==> config.mk <==
export PLATFORM = sky130hd
export DESIGN_NAME = fetch_unit
export DESIGN_NICKNAME = d
export VERILOG_FILES = /design/src/rtl/cpu_pkg.sv /design/src/rtl/if_id_reg.sv /design/src/rtl/fetch_unit.sv
export SDC_FILE = /design/constraint.sdc
export NUM_CORES = 1
export LEC_CHECK = 0
export BUFFER_PORTS_ARGS = -buffer_cell sky130_fd_sc_hd__buf_2
export CAP_MARGIN = 20
export CORE_MARGIN = 8
export CORE_UTILIZATION = 50
export CTS_CLUSTER_DIAMETER = 60
export DETAILED_ROUTE_END_ITERATION = 12
export GPL_TIMING_DRIVEN = 0
export MAX_ROUTING_LAYER = met4
export PLACE_DENSITY = 0.86
export SLEW_MARGIN = 0
export SYNTH_ARGS = -nofsm -noshare
export SYNTH_HDL_FRONTEND = slang
export SYNTH_SLANG_ARGS = --single-unit
==> constraint.sdc <==
create_clock -name clk -period 3.7 [get_ports clk]
set_clock_uncertainty 0.1 [all_clocks]
set_input_delay 0.74 -clock clk [delete_from_list [all_inputs] [get_ports clk]]
set_output_delay 0.74 -clock clk [all_outputs]
set_load 0.02 [all_outputs]
==> src/rtl/cpu_pkg.sv <==
// Shared fetch-stage types: state encoding, instruction/PC widths, IF/ID entry layout.
package cpu_pkg;

    localparam int INSTR_W = 16;
    localparam int PC_W = 16;
    localparam logic [PC_W-1:0] PC_INC = 16'd2;

    typedef enum logic [1:0] {
        RUN,
        DRAIN,
        HALTED
    } fetch_state_t;

    typedef struct packed {
        logic [INSTR_W-1:0] instr;
        logic [PC_W-1:0]    pc;
        logic [PC_W-1:0]    pc_plus2;
    } if_id_t;

endpackage

==> src/rtl/if_id_reg.sv <==
// IF/ID pipeline register: one-cycle capture on load, flush clears only the valid bit.
// Payload holds its last value while invalid; reset clears everything.
module if_id_reg
    import cpu_pkg::*;
(
    input  logic   clk,
    input  logic   rst,
    input  logic   load,
    input  logic   flush,
    input  if_id_t entry,
    output logic   valid,
    output if_id_t data
);

    always_ff @(posedge clk) begin
        if (rst) begin
            valid <= 1'b0;
            data  <= '0;
        end else if (flush) begin
            valid <= 1'b0;
        end else if (load) begin
            valid <= 1'b1;
            data  <= entry;
        end
    end

endmodule

==> src/rtl/fetch_unit.sv <==
// Instruction fetch stage: one-cycle fetch into IF/ID, stalls when decode holds off, halts on HLT.
// Optional FETCH_CNT_EN adds the fetch_cnt port counting issued fetches.
module fetch_unit
    import cpu_pkg::*;
#(
    parameter logic [PC_W-1:0] RESET_PC   = 16'h0000,
    parameter logic [3:0]      HLT_OPCODE = 4'hF
) (
    input  logic               clk,
    input  logic               rst,
    output logic [PC_W-1:0]    imem_addr,
    output logic               imem_en,
    output logic               imem_wr,
    input  logic [INSTR_W-1:0] imem_rdata,
    input  logic               redirect_valid,
    input  logic [PC_W-1:0]    redirect_pc,
    input  logic               id_ready,
    output logic               id_valid,
    output logic [INSTR_W-1:0] id_instr,
    output logic [PC_W-1:0]    id_pc,
    output logic [PC_W-1:0]    id_pc_plus2,
    output logic [PC_W-1:0]    pc,
    output logic               hlt
`ifdef FETCH_CNT_EN
    ,
    output logic [15:0]        fetch_cnt
`endif
);

    fetch_state_t    state;
    fetch_state_t    state_nxt;
    logic [PC_W-1:0] pc_nxt;
    logic            advance;
    logic            fetch;
    logic            load;
    logic            flush;
    if_id_t          entry_in;
    if_id_t          entry;

    assign advance   = !id_valid || id_ready;
    assign fetch     = !rst && (state == RUN) && advance && !redirect_valid;
    assign imem_en   = fetch;
    assign imem_wr   = 1'b0;
    assign imem_addr = pc;
    assign hlt       = (state == HALTED);
    assign entry_in  = '{instr: imem_rdata, pc: pc, pc_plus2: pc + PC_INC};

    always_ff @(posedge clk) begin
        if (rst) begin
            state <= RUN;
            pc    <= RESET_PC;
        end else begin
            state <= state_nxt;
            pc    <= pc_nxt;
        end
    end

    // Redirect outranks stall and fetch; once halted only reset restarts the stage.
    always_comb begin
        state_nxt = state;
        pc_nxt    = pc;
        load      = 1'b0;
        flush     = 1'b0;
        if (redirect_valid && state != HALTED) begin
            state_nxt = RUN;
            pc_nxt    = {redirect_pc[PC_W-1:1], 1'b0};
            flush     = 1'b1;
        end else begin
            case (state)
                RUN: begin
                    if (fetch) begin
                        load = 1'b1;
                        if (imem_rdata[INSTR_W-1:INSTR_W-4] == HLT_OPCODE) begin
                            state_nxt = DRAIN;
                        end else begin
                            pc_nxt = pc + PC_INC;
                        end
                    end
                end
                DRAIN: begin
                    if (id_valid && id_ready) begin
                        flush     = 1'b1;
                        state_nxt = HALTED;
                    end
                end
                default: begin
                end
            endcase
        end
    end

    if_id_reg u_if_id (
        .clk   (clk),
        .rst   (rst),
        .load  (load),
        .flush (flush),
        .entry (entry_in),
        .valid (id_valid),
        .data  (entry)
    );

    assign id_instr    = entry.instr;
    assign id_pc       = entry.pc;
    assign id_pc_plus2 = entry.pc_plus2;

`ifdef FETCH_CNT_EN
    always_ff @(posedge clk) begin
        if (rst) begin
            fetch_cnt <= '0;
        end else if (fetch) begin
            fetch_cnt <= fetch_cnt + 16'd1;
        end
    end
`endif

endmodule

==> metrics.txt, run 1 <==
# TYPE chip_impl_metric gauge
chip_impl_info{name="status",value="finished clean"} 1
chip_impl_metric{name="stdcell_area",unit="sq mm"} 0.003933
chip_impl_metric{name="total_via_count_after_detailed_routing",unit=""} 3037
chip_impl_metric{name="layout_setup_ws",unit="ns"} 0.2666
chip_impl_metric{name="setup.reg_to_reg.worst_slack",unit="ns"} 1.36
chip_impl_metric{name="synth_simple_gate_area_share",unit=""} 0.2298
chip_impl_metric{name="slew_headroom",unit=""} 0.5652
chip_impl_metric{name="cts_hold_buf",unit=""} 0
chip_impl_info{name="timing.critical_path.slowest_stage_cell",value="sky130_fd_sc_hd__nor4_1"} 1
chip_impl_metric{name="worst_hold_slack",unit="ns"} 0.3521
chip_impl_metric{name="placeableCoreArea",unit="sq mm"} 0.005921
chip_impl_metric{name="worst_path_largest_cell_delay",unit="ns"} 0.42
chip_impl_metric{name="clock.fmax",unit="MHz"} 291.3
chip_impl_info{name="timing.hold.worst.start",value="u_if_id.data[32]"} 1
chip_impl_metric{name="synth.area.mux_share",unit=""} 0.01641
chip_impl_metric{name="worst_skew_pair_latency",unit="ns"} 0.34
chip_impl_metric{name="hold_violations",unit=""} 0
chip_impl_metric{name="gr-usage-all-layers",unit=""} 0.1999
chip_impl_info{name="regToRegStartpoint",value="imem_addr[1]"} 1
chip_impl_metric{name="ios",unit=""} 120
chip_impl_info{name="reg2reg_to",value="u_if_id.data[15]"} 1
chip_impl_info{name="cp_cell_sequence",value="buf_2, clkbuf_1, nor4_1, nand2_1, inv_2, buf_2, buf_2, buf_2"} 1
chip_impl_metric{name="multi_input_area",unit="sq mm"} 0.001391
chip_impl_metric{name="post-dp-hpwl",unit="mm"} 6.746
chip_impl_metric{name="leakage",unit="nW"} 1.767
chip_impl_metric{name="worstPathArrival",unit="ns"} 2.59
chip_impl_metric{name="layout_min_cycle_time",unit="ns"} 3.433
chip_impl_info{name="dominant_combinational_cell_family_by_area_after_synthesis",value="simple AND/OR/NAND/NOR gates"} 1
chip_impl_metric{name="setup_viol_count_final",unit=""} 0
chip_impl_info{name="holdPathEnd",value="u_if_id.data[32]"} 1
chip_impl_metric{name="synth_edf_count",unit=""} 0
chip_impl_info{name="hp-class",value="reg2reg"} 1
chip_impl_metric{name="routed_wirelength",unit="mm"} 8.856
chip_impl_metric{name="yosysWarningCount",unit=""} 0
chip_impl_metric{name="post_synth.cell_area_avg",unit="sq um"} 8.153
chip_impl_metric{name="max_cap_violations",unit=""} 0
chip_impl_metric{name="initial_utilization",unit=""} 0.5150
chip_impl_metric{name="antenna_left",unit=""} 0
chip_impl_info{name="critical_path_source_type",value="input port"} 1
chip_impl_metric{name="grt_start_max_net_pins",unit=""} 11
chip_impl_metric{name="synth-compound-area-share",unit=""} 0.1539
chip_impl_info{name="post-synth-top-area-cell",value="sky130_fd_sc_hd__dfxtp_1"} 1
chip_impl_metric{name="cell_rows",unit=""} 28
chip_impl_metric{name="worst_r2r_path_depth",unit=""} 5
chip_impl_metric{name="grt_pass1_vias",unit=""} 2877
chip_impl_metric{name="layout.filler_cells",unit=""} 490
chip_impl_metric{name="fin_nets",unit=""} 538
chip_impl_metric{name="post-cts-setup-buffer-count",unit=""} 0
chip_impl_metric{name="critical_path.max_fanout",unit=""} 10
chip_impl_info{name="synth_top_flop_cell",value="sky130_fd_sc_hd__dfxtp_1"} 1
chip_impl_metric{name="post_synth_instance_area",unit="sq mm"} 0.003049
chip_impl_metric{name="post_synth_fa_ha_maj_area_fraction",unit=""} 0.004103
chip_impl_info{name="clock_tree.root_cell",value="sky130_fd_sc_hd__clkbuf_8"} 1
chip_impl_metric{name="min_path_cells",unit=""} 2
chip_impl_metric{name="register_area",unit="sq mm"} 0.001281
chip_impl_metric{name="port-buffer-count",unit=""} 112
chip_impl_metric{name="chipHeight",unit="um"} 94.09
chip_impl_info{name="criticalPathCategory",value="in2out"} 1
chip_impl_metric{name="ir_drop",unit="uV"} 235.0
chip_impl_metric{name="worst_slew_pin_slew",unit="ns"} 0.6463
chip_impl_info{name="post_synth_main_area_contributors",value="sky130_fd_sc_hd__dfxtp_1 42%, sky130_fd_sc_hd__nand2_1 9.4%, sky130_fd_sc_hd__buf_4 8.6%, sky130_fd_sc_hd__a21oi_1 5.6%, sky130_fd_sc_hd__a211oi_1 3.9%"} 1
chip_impl_info{name="timing.critical_path.to_type",value="primary output"} 1
chip_impl_metric{name="fin_tns_setup",unit="ns"} 0
chip_impl_metric{name="share_of_the_synthesized_area_in_the_top_cell_type",unit=""} 0.4202
chip_impl_metric{name="ys_ff_latch",unit=""} 64
chip_impl_metric{name="final_layout_size_suffix_gt1_frac",unit=""} 0.3419
chip_impl_metric{name="global_route_wire_length_before_repair",unit="mm"} 13.77
chip_impl_info{name="path_common_cell",value="sky130_fd_sc_hd__buf_2"} 1
chip_impl_metric{name="finalWeightedCongestion",unit=""} 0.9503
chip_impl_metric{name="post_synth_inst_count",unit=""} 374
chip_impl_info{name="cts_tree",value="built"} 1
chip_impl_metric{name="timing.critical_path.buf_inv",unit=""} 6
chip_impl_metric{name="detail_route.wl_per_cell",unit="um"} 15.24
chip_impl_metric{name="slew_viol_final",unit=""} 0
chip_impl_metric{name="final_antenna_diode_count",unit=""} 0
chip_impl_metric{name="post_drt_via_cell_ratio",unit=""} 5.227
chip_impl_metric{name="clock_sink_count",unit=""} 64
chip_impl_metric{name="dp_worst_setup_slack",unit="ns"} 0.2971
chip_impl_metric{name="post-route-drc-count",unit=""} 0
chip_impl_info{name="unrepaired_setup_endpoints_after_global_routing",value="false"} 1
chip_impl_metric{name="postPlaceCellArea",unit="sq mm"} 0.003719
chip_impl_metric{name="worst-endpoint-required",unit="ns"} 2.86
chip_impl_metric{name="power.density_cell_area",unit="mW/mm^2"} 439.0
chip_impl_metric{name="maximum_buffer_depth_of_the_clock_tree",unit=""} 2
chip_impl_metric{name="timing.final.crit_share",unit=""} 0.9279
chip_impl_metric{name="worst_setup_hold_path_clk_slew",unit="ns"} 0.06
chip_impl_metric{name="dieArea",unit="sq mm"} 0.008853
chip_impl_metric{name="area.growth.synth_to_final",unit="%"} 28.97
chip_impl_metric{name="drt-initial-drc-count",unit=""} 243
chip_impl_info{name="cpLargestDelayFamily",value="buffers and inverters"} 1
chip_impl_metric{name="post_synth_xor_area_fraction",unit=""} 0.04596
chip_impl_metric{name="cts.repair.resized",unit=""} 0
chip_impl_metric{name="path_depth",unit=""} 8
chip_impl_metric{name="fp.dieW",unit="um"} 94.09
chip_impl_metric{name="drtPass1Iterations",unit=""} 4
chip_impl_metric{name="synth_sequential_area_ratio",unit=""} 0.4202
chip_impl_metric{name="grt-ovfl-total",unit=""} 0
chip_impl_metric{name="cts-buffers-inserted",unit=""} 9
chip_impl_metric{name="synth.distinct_cells",unit=""} 45
chip_impl_metric{name="p_total",unit="mW"} 1.726
chip_impl_metric{name="async_reset_ff_frac",unit=""} 0
chip_impl_metric{name="htree_num_levels",unit=""} 3
chip_impl_metric{name="antenna_violations_before_repair",unit=""} 0
## registers in the layout, summed over array words and instances (netlist names)
signal	flops
imem_addr	15
u_if_id.data	46
u_if_id.valid	1
state	2
## kinds of logic after synthesis
family / Yosys count
AOI/OAI and AO/OA: 72
xor gates and xnor gates: 16
adders and majority gates: 1
buffers and inverters: 66
DFF: 64
muxes: 5
other: 1
and+or+nand+nor: 149
## where the power goes
part | switching (mW) | leakage [nW] | total [mW] | internal, mW
sequential | 0.0376 | 0.524 | 0.763 | 0.726
clock | 0.262 | 0.108 | 0.660 | 0.398
combinational | 0.181 | 1.13 | 0.303 | 0.122
total | 0.481 | 1.77 | 1.73 | 1.24
## worst max path at each step
stage	end	from	slack, ns
floorplan	imem_en	redirect_valid	0.88
global placement	imem_en	redirect_valid	0.32
detailed placement	imem_en	redirect_valid	0.30
CTS	imem_en	redirect_valid	0.28
global route	imem_en	redirect_valid	0.06
finish	imem_en	redirect_valid	0.27
## cell usage after synthesis (2+ instances only)
cell type	n
sky130_fd_sc_hd__nand2_1	76
sky130_fd_sc_hd__dfxtp_1	64
sky130_fd_sc_hd__buf_4	35
sky130_fd_sc_hd__a21oi_1	34
sky130_fd_sc_hd__nor2_1	27
sky130_fd_sc_hd__clkbuf_1	18
sky130_fd_sc_hd__a211oi_1	16
sky130_fd_sc_hd__xnor2_1	12
sky130_fd_sc_hd__nand3_1	7
sky130_fd_sc_hd__inv_1	6
sky130_fd_sc_hd__or3_1	6
sky130_fd_sc_hd__mux2i_1	5
sky130_fd_sc_hd__nor4_1	5
sky130_fd_sc_hd__a311oi_1	4
sky130_fd_sc_hd__buf_2	4
sky130_fd_sc_hd__nand4_1	4
sky130_fd_sc_hd__o21ai_0	4
sky130_fd_sc_hd__xor2_1	4
sky130_fd_sc_hd__a31oi_1	3
sky130_fd_sc_hd__and3_1	3
sky130_fd_sc_hd__nand2b_1	3
sky130_fd_sc_hd__nand3b_1	3
sky130_fd_sc_hd__a2111oi_0	2
sky130_fd_sc_hd__and4_1	2
sky130_fd_sc_hd__nor3_1	2
sky130_fd_sc_hd__nor4_2	2
sky130_fd_sc_hd__o31ai_1	2
sky130_fd_sc_hd__o32a_1	2
sky130_fd_sc_hd__or2_2	2
sky130_fd_sc_hd__or4_1	2
## layer usage
layer / vias to the layer above / GRT usage / share of wire
met5: - / - / 0
met4: 0 / 0.1044 / 0.024
met3: 19 / 0.04077 / 0.078
met2: 136 / 0.3302 / 0.49
met1: 1385 / 0.2227 / 0.40
li1: 1497 / - / -
## worst register-to-register path, delay by kind of cell (launching register included)
family                     cells  cell delay, ns
xor gates and xnor gates       1            0.17
DFF                            1            0.51
adders and majority gates      1            0.28
AOI/OAI and AO/OA              1            0.24
and+or+nand+nor                2            0.96
## cells in the final DEF, fill, tap and decap left out, types with 3 or more instances in the layout
| cell | n |
|---|---|
| sky130_fd_sc_hd__nand4_1 | 4 |
| sky130_fd_sc_hd__and3_1 | 3 |
| sky130_fd_sc_hd__nand2_1 | 76 |
| sky130_fd_sc_hd__a311oi_1 | 4 |
| sky130_fd_sc_hd__or3_1 | 6 |
| sky130_fd_sc_hd__clkbuf_8 | 10 |
| sky130_fd_sc_hd__dfxtp_1 | 64 |
| sky130_fd_sc_hd__clkbuf_1 | 21 |
| sky130_fd_sc_hd__a21oi_1 | 34 |
| sky130_fd_sc_hd__xor2_1 | 4 |
| sky130_fd_sc_hd__nand2b_1 | 3 |
| sky130_fd_sc_hd__nand3_1 | 7 |
| sky130_fd_sc_hd__conb_1 | 5 |
| sky130_fd_sc_hd__nor2_1 | 27 |
| sky130_fd_sc_hd__nand3b_1 | 3 |
| sky130_fd_sc_hd__xnor2_1 | 12 |
| sky130_fd_sc_hd__nor4_1 | 5 |
| sky130_fd_sc_hd__buf_4 | 35 |
| sky130_fd_sc_hd__a31oi_1 | 3 |
| sky130_fd_sc_hd__a211oi_1 | 16 |
| sky130_fd_sc_hd__buf_2 | 116 |
| sky130_fd_sc_hd__inv_1 | 6 |
| sky130_fd_sc_hd__o21ai_0 | 4 |
| sky130_fd_sc_hd__mux2i_1 | 5 |
## metrics by stage
stage / util / cells
2_1_floorplan: - / 378
3_3_place_gp: 0.6281 / 565
3_5_place_dp: 0.6281 / 565
4_1_cts: 0.6642 / 581
5_1_grt: 0.6642 / 581
6_report: 0.6642 / 581
## area by class of cell
type	instances	area share
Tap cell	75	0.02386
Clock inverter	3	0.01654
Inverter	7	0.006682
Clock buffer	13	0.03786
Multi-Input combinational cell	248	0.3538
Timing Repair Buffer	112	0.1425
Buffer	59	0.09290
Sequential cell	64	0.3258
Note: power is estimated with default switching activity, not from simulation.
==> run 2, diff against run 1 <==
--- a/config.mk
+++ b/config.mk
@@ -12,7 +12,6 @@
 export CTS_CLUSTER_DIAMETER = 60
 export DETAILED_ROUTE_END_ITERATION = 12
 export GPL_TIMING_DRIVEN = 0
-export MAX_ROUTING_LAYER = met4
 export PLACE_DENSITY = 0.86
 export SLEW_MARGIN = 0
 export SYNTH_ARGS = -nofsm -noshare
==> run 2 against run 1 <==
Effect of this change: non-clock buffer count unchanged; worst setup slack better by 0.0053 ns; critical path depth unchanged; register-to-register slack better by 0.02 ns; first-iteration DRC count down 14%; cell count unchanged; count of clock-buffer cells in the layout unchanged; maximum frequency up 0.15%; global-route usage down 0.58 points; highest routed layer unchanged; cell area unchanged; via count down 1.4%.
==> metrics.txt, run 2 (synthesized netlist as in run 1, its figures left out) <==
# TYPE chip_impl_metric gauge
chip_impl_info{name="status",value="finished clean"} 1
chip_impl_info{name="clock_tree.root_cell",value="sky130_fd_sc_hd__clkbuf_8"} 1
chip_impl_metric{name="max_cap_violations",unit=""} 0
chip_impl_info{name="registers.top_by_ff_count",value="u_if_id.data"} 1
chip_impl_metric{name="worst_setup_hold_path_clk_slew",unit="ns"} 0.06
chip_impl_metric{name="slew_headroom",unit=""} 0.5715
chip_impl_metric{name="power.density_cell_area",unit="mW/mm^2"} 439.1
chip_impl_metric{name="port-buffer-count",unit=""} 112
chip_impl_metric{name="initial_utilization",unit=""} 0.5150
chip_impl_metric{name="routed_wirelength",unit="mm"} 8.836
chip_impl_metric{name="cts-buffers-inserted",unit=""} 9
chip_impl_metric{name="slew_viol_final",unit=""} 0
chip_impl_metric{name="post_drt_via_cell_ratio",unit=""} 5.155
chip_impl_info{name="unrepaired_setup_endpoints_after_global_routing",value="false"} 1
chip_impl_metric{name="layout_min_cycle_time",unit="ns"} 3.428
chip_impl_metric{name="setup_viol_count_final",unit=""} 0
chip_impl_info{name="critPathLaunch",value="redirect_valid"} 1
chip_impl_metric{name="grt_pass1_vias",unit=""} 2878
chip_impl_metric{name="antenna_left",unit=""} 0
chip_impl_metric{name="hold_violations",unit=""} 0
chip_impl_metric{name="post-cts-setup-buffer-count",unit=""} 0
chip_impl_metric{name="drtPass1Iterations",unit=""} 4
chip_impl_metric{name="post-route-drc-count",unit=""} 0
chip_impl_metric{name="cell_rows",unit=""} 28
chip_impl_info{name="cts_tree",value="built"} 1
chip_impl_metric{name="grt-ovfl-total",unit=""} 0
chip_impl_metric{name="cts_hold_buf",unit=""} 0
chip_impl_metric{name="ir_drop",unit="uV"} 235.2
chip_impl_metric{name="grt_start_max_net_pins",unit=""} 11
chip_impl_metric{name="post-dp-hpwl",unit="mm"} 6.746
chip_impl_metric{name="final_antenna_diode_count",unit=""} 0
chip_impl_metric{name="clock.fmax",unit="MHz"} 291.7
chip_impl_metric{name="worst_slew_pin_slew",unit="ns"} 0.6369
chip_impl_metric{name="fin_tns_setup",unit="ns"} 0
chip_impl_metric{name="maximum_buffer_depth_of_the_clock_tree",unit=""} 2
chip_impl_info{name="timing.hold.worst.start",value="u_if_id.data[32]"} 1
chip_impl_metric{name="dieArea",unit="sq mm"} 0.008853
chip_impl_metric{name="drt-initial-drc-count",unit=""} 208
chip_impl_info{name="timing.critical_path.to_type",value="primary output"} 1
chip_impl_metric{name="cts.repair.resized",unit=""} 0
chip_impl_metric{name="gr-usage-all-layers",unit=""} 0.1941
chip_impl_info{name="criticalPathCategory",value="in2out"} 1
chip_impl_metric{name="ios",unit=""} 120
chip_impl_metric{name="clock_sink_count",unit=""} 64
chip_impl_metric{name="timing.final.crit_share",unit=""} 0.9265
chip_impl_info{name="critical_path_source_type",value="input port"} 1
chip_impl_metric{name="global_route_wire_length_before_repair",unit="mm"} 13.76
chip_impl_info{name="leading_cell_type_in_the_layout_fill_and_taps_excluded",value="sky130_fd_sc_hd__buf_2"} 1
chip_impl_metric{name="critical_path.max_fanout",unit=""} 10
chip_impl_metric{name="detail_route.wl_per_cell",unit="um"} 15.21
chip_impl_metric{name="final_layout_size_suffix_gt1_frac",unit=""} 0.3419
chip_impl_metric{name="leakage",unit="nW"} 1.767
chip_impl_metric{name="chipHeight",unit="um"} 94.09
chip_impl_metric{name="total_via_count_after_detailed_routing",unit=""} 2995
chip_impl_metric{name="worstPathArrival",unit="ns"} 2.59
chip_impl_metric{name="area.growth.synth_to_final",unit="%"} 28.97
chip_impl_metric{name="fp.dieW",unit="um"} 94.09
chip_impl_metric{name="placeableCoreArea",unit="sq mm"} 0.005921
chip_impl_metric{name="finalWeightedCongestion",unit=""} 0.9337
chip_impl_metric{name="number_of_flip_flops_under_the_largest_register_name",unit=""} 46
chip_impl_metric{name="fin_nets",unit=""} 538
chip_impl_metric{name="worst_skew_pair_latency",unit="ns"} 0.34
chip_impl_metric{name="antenna_violations_before_repair",unit=""} 0
chip_impl_info{name="regToRegStartpoint",value="imem_addr[1]"} 1
chip_impl_metric{name="p_total",unit="mW"} 1.727
chip_impl_metric{name="htree_num_levels",unit=""} 3
chip_impl_info{name="hp-class",value="reg2reg"} 1
chip_impl_metric{name="worst-endpoint-required",unit="ns"} 2.86
chip_impl_info{name="layout.cells.most_common_list",value="116 x sky130_fd_sc_hd__buf_2, 76 x sky130_fd_sc_hd__nand2_1, 64 x sky130_fd_sc_hd__dfxtp_1"} 1
-- run 2: cell counts in the layout (fill, tap and decap cells not counted) --
Identical to the previous run, type by type.
-- run 2: per-layer routing --
metal	track usage	vias up	share of wire
met5	0	-	0
met4	0.1044	0	0.024
met3	0.04716	18	0.076
met2	0.3308	117	0.49
met1	0.2179	1368	0.41
li1	-	1492	-
-- run 2: report_power, final --
group / internal (mW) / switching (mW)
clock: 0.398 / 0.262
sequential: 0.726 / 0.0375
combinational: 0.122 / 0.182
-- run 2: path summary, 6_finish.rpt --
kind              slack, ns  depth (start not counted)          endpoint
setup reg to reg       1.38                          5  u_if_id.data[15]
hold / removal         0.35                          2  u_if_id.data[32]
setup / recovery       0.27                          8           imem_en
hold reg to reg        0.35                          2  u_if_id.data[32]
-- run 2: critical path, stage by stage --
cell and delay [ns]:
sky130_fd_sc_hd__buf_2 0.10, sky130_fd_sc_hd__clkbuf_1 0.19, sky130_fd_sc_hd__nor4_1 0.43, sky130_fd_sc_hd__nand2_1 0.31, sky130_fd_sc_hd__inv_2 0.16, sky130_fd_sc_hd__buf_2 0.22
sky130_fd_sc_hd__buf_2 0.24, sky130_fd_sc_hd__buf_2 0.20
-- run 2: area by class of cell --
type,instances,area [sq um]
buffer,59,365.4
sequential,64,1281
inverter,7,26.28
clock inverter,3,65.06
tap,75,93.84
fill,490,1988
multi-input combinational,248,1391
clock buffer,13,148.9
timing repair buffer,112,560.5
-- run 2: per-stage QoR --
stage	utilization	cells	hold WS (ns)	setup slack (ns)	area (sq um)
6_report	0.6642	581	0.3522	0.2720	3933
5_1_grt	0.6642	581	0.3761	0.06868	3933
4_1_cts	0.6642	581	0.3537	0.2789	3933
3_5_place_dp	0.6281	565	0.3443	0.2971	3719
3_3_place_gp	0.6281	565	0.3392	0.3171	3719
2_1_floorplan	-	378	0.3786	0.8811	3064
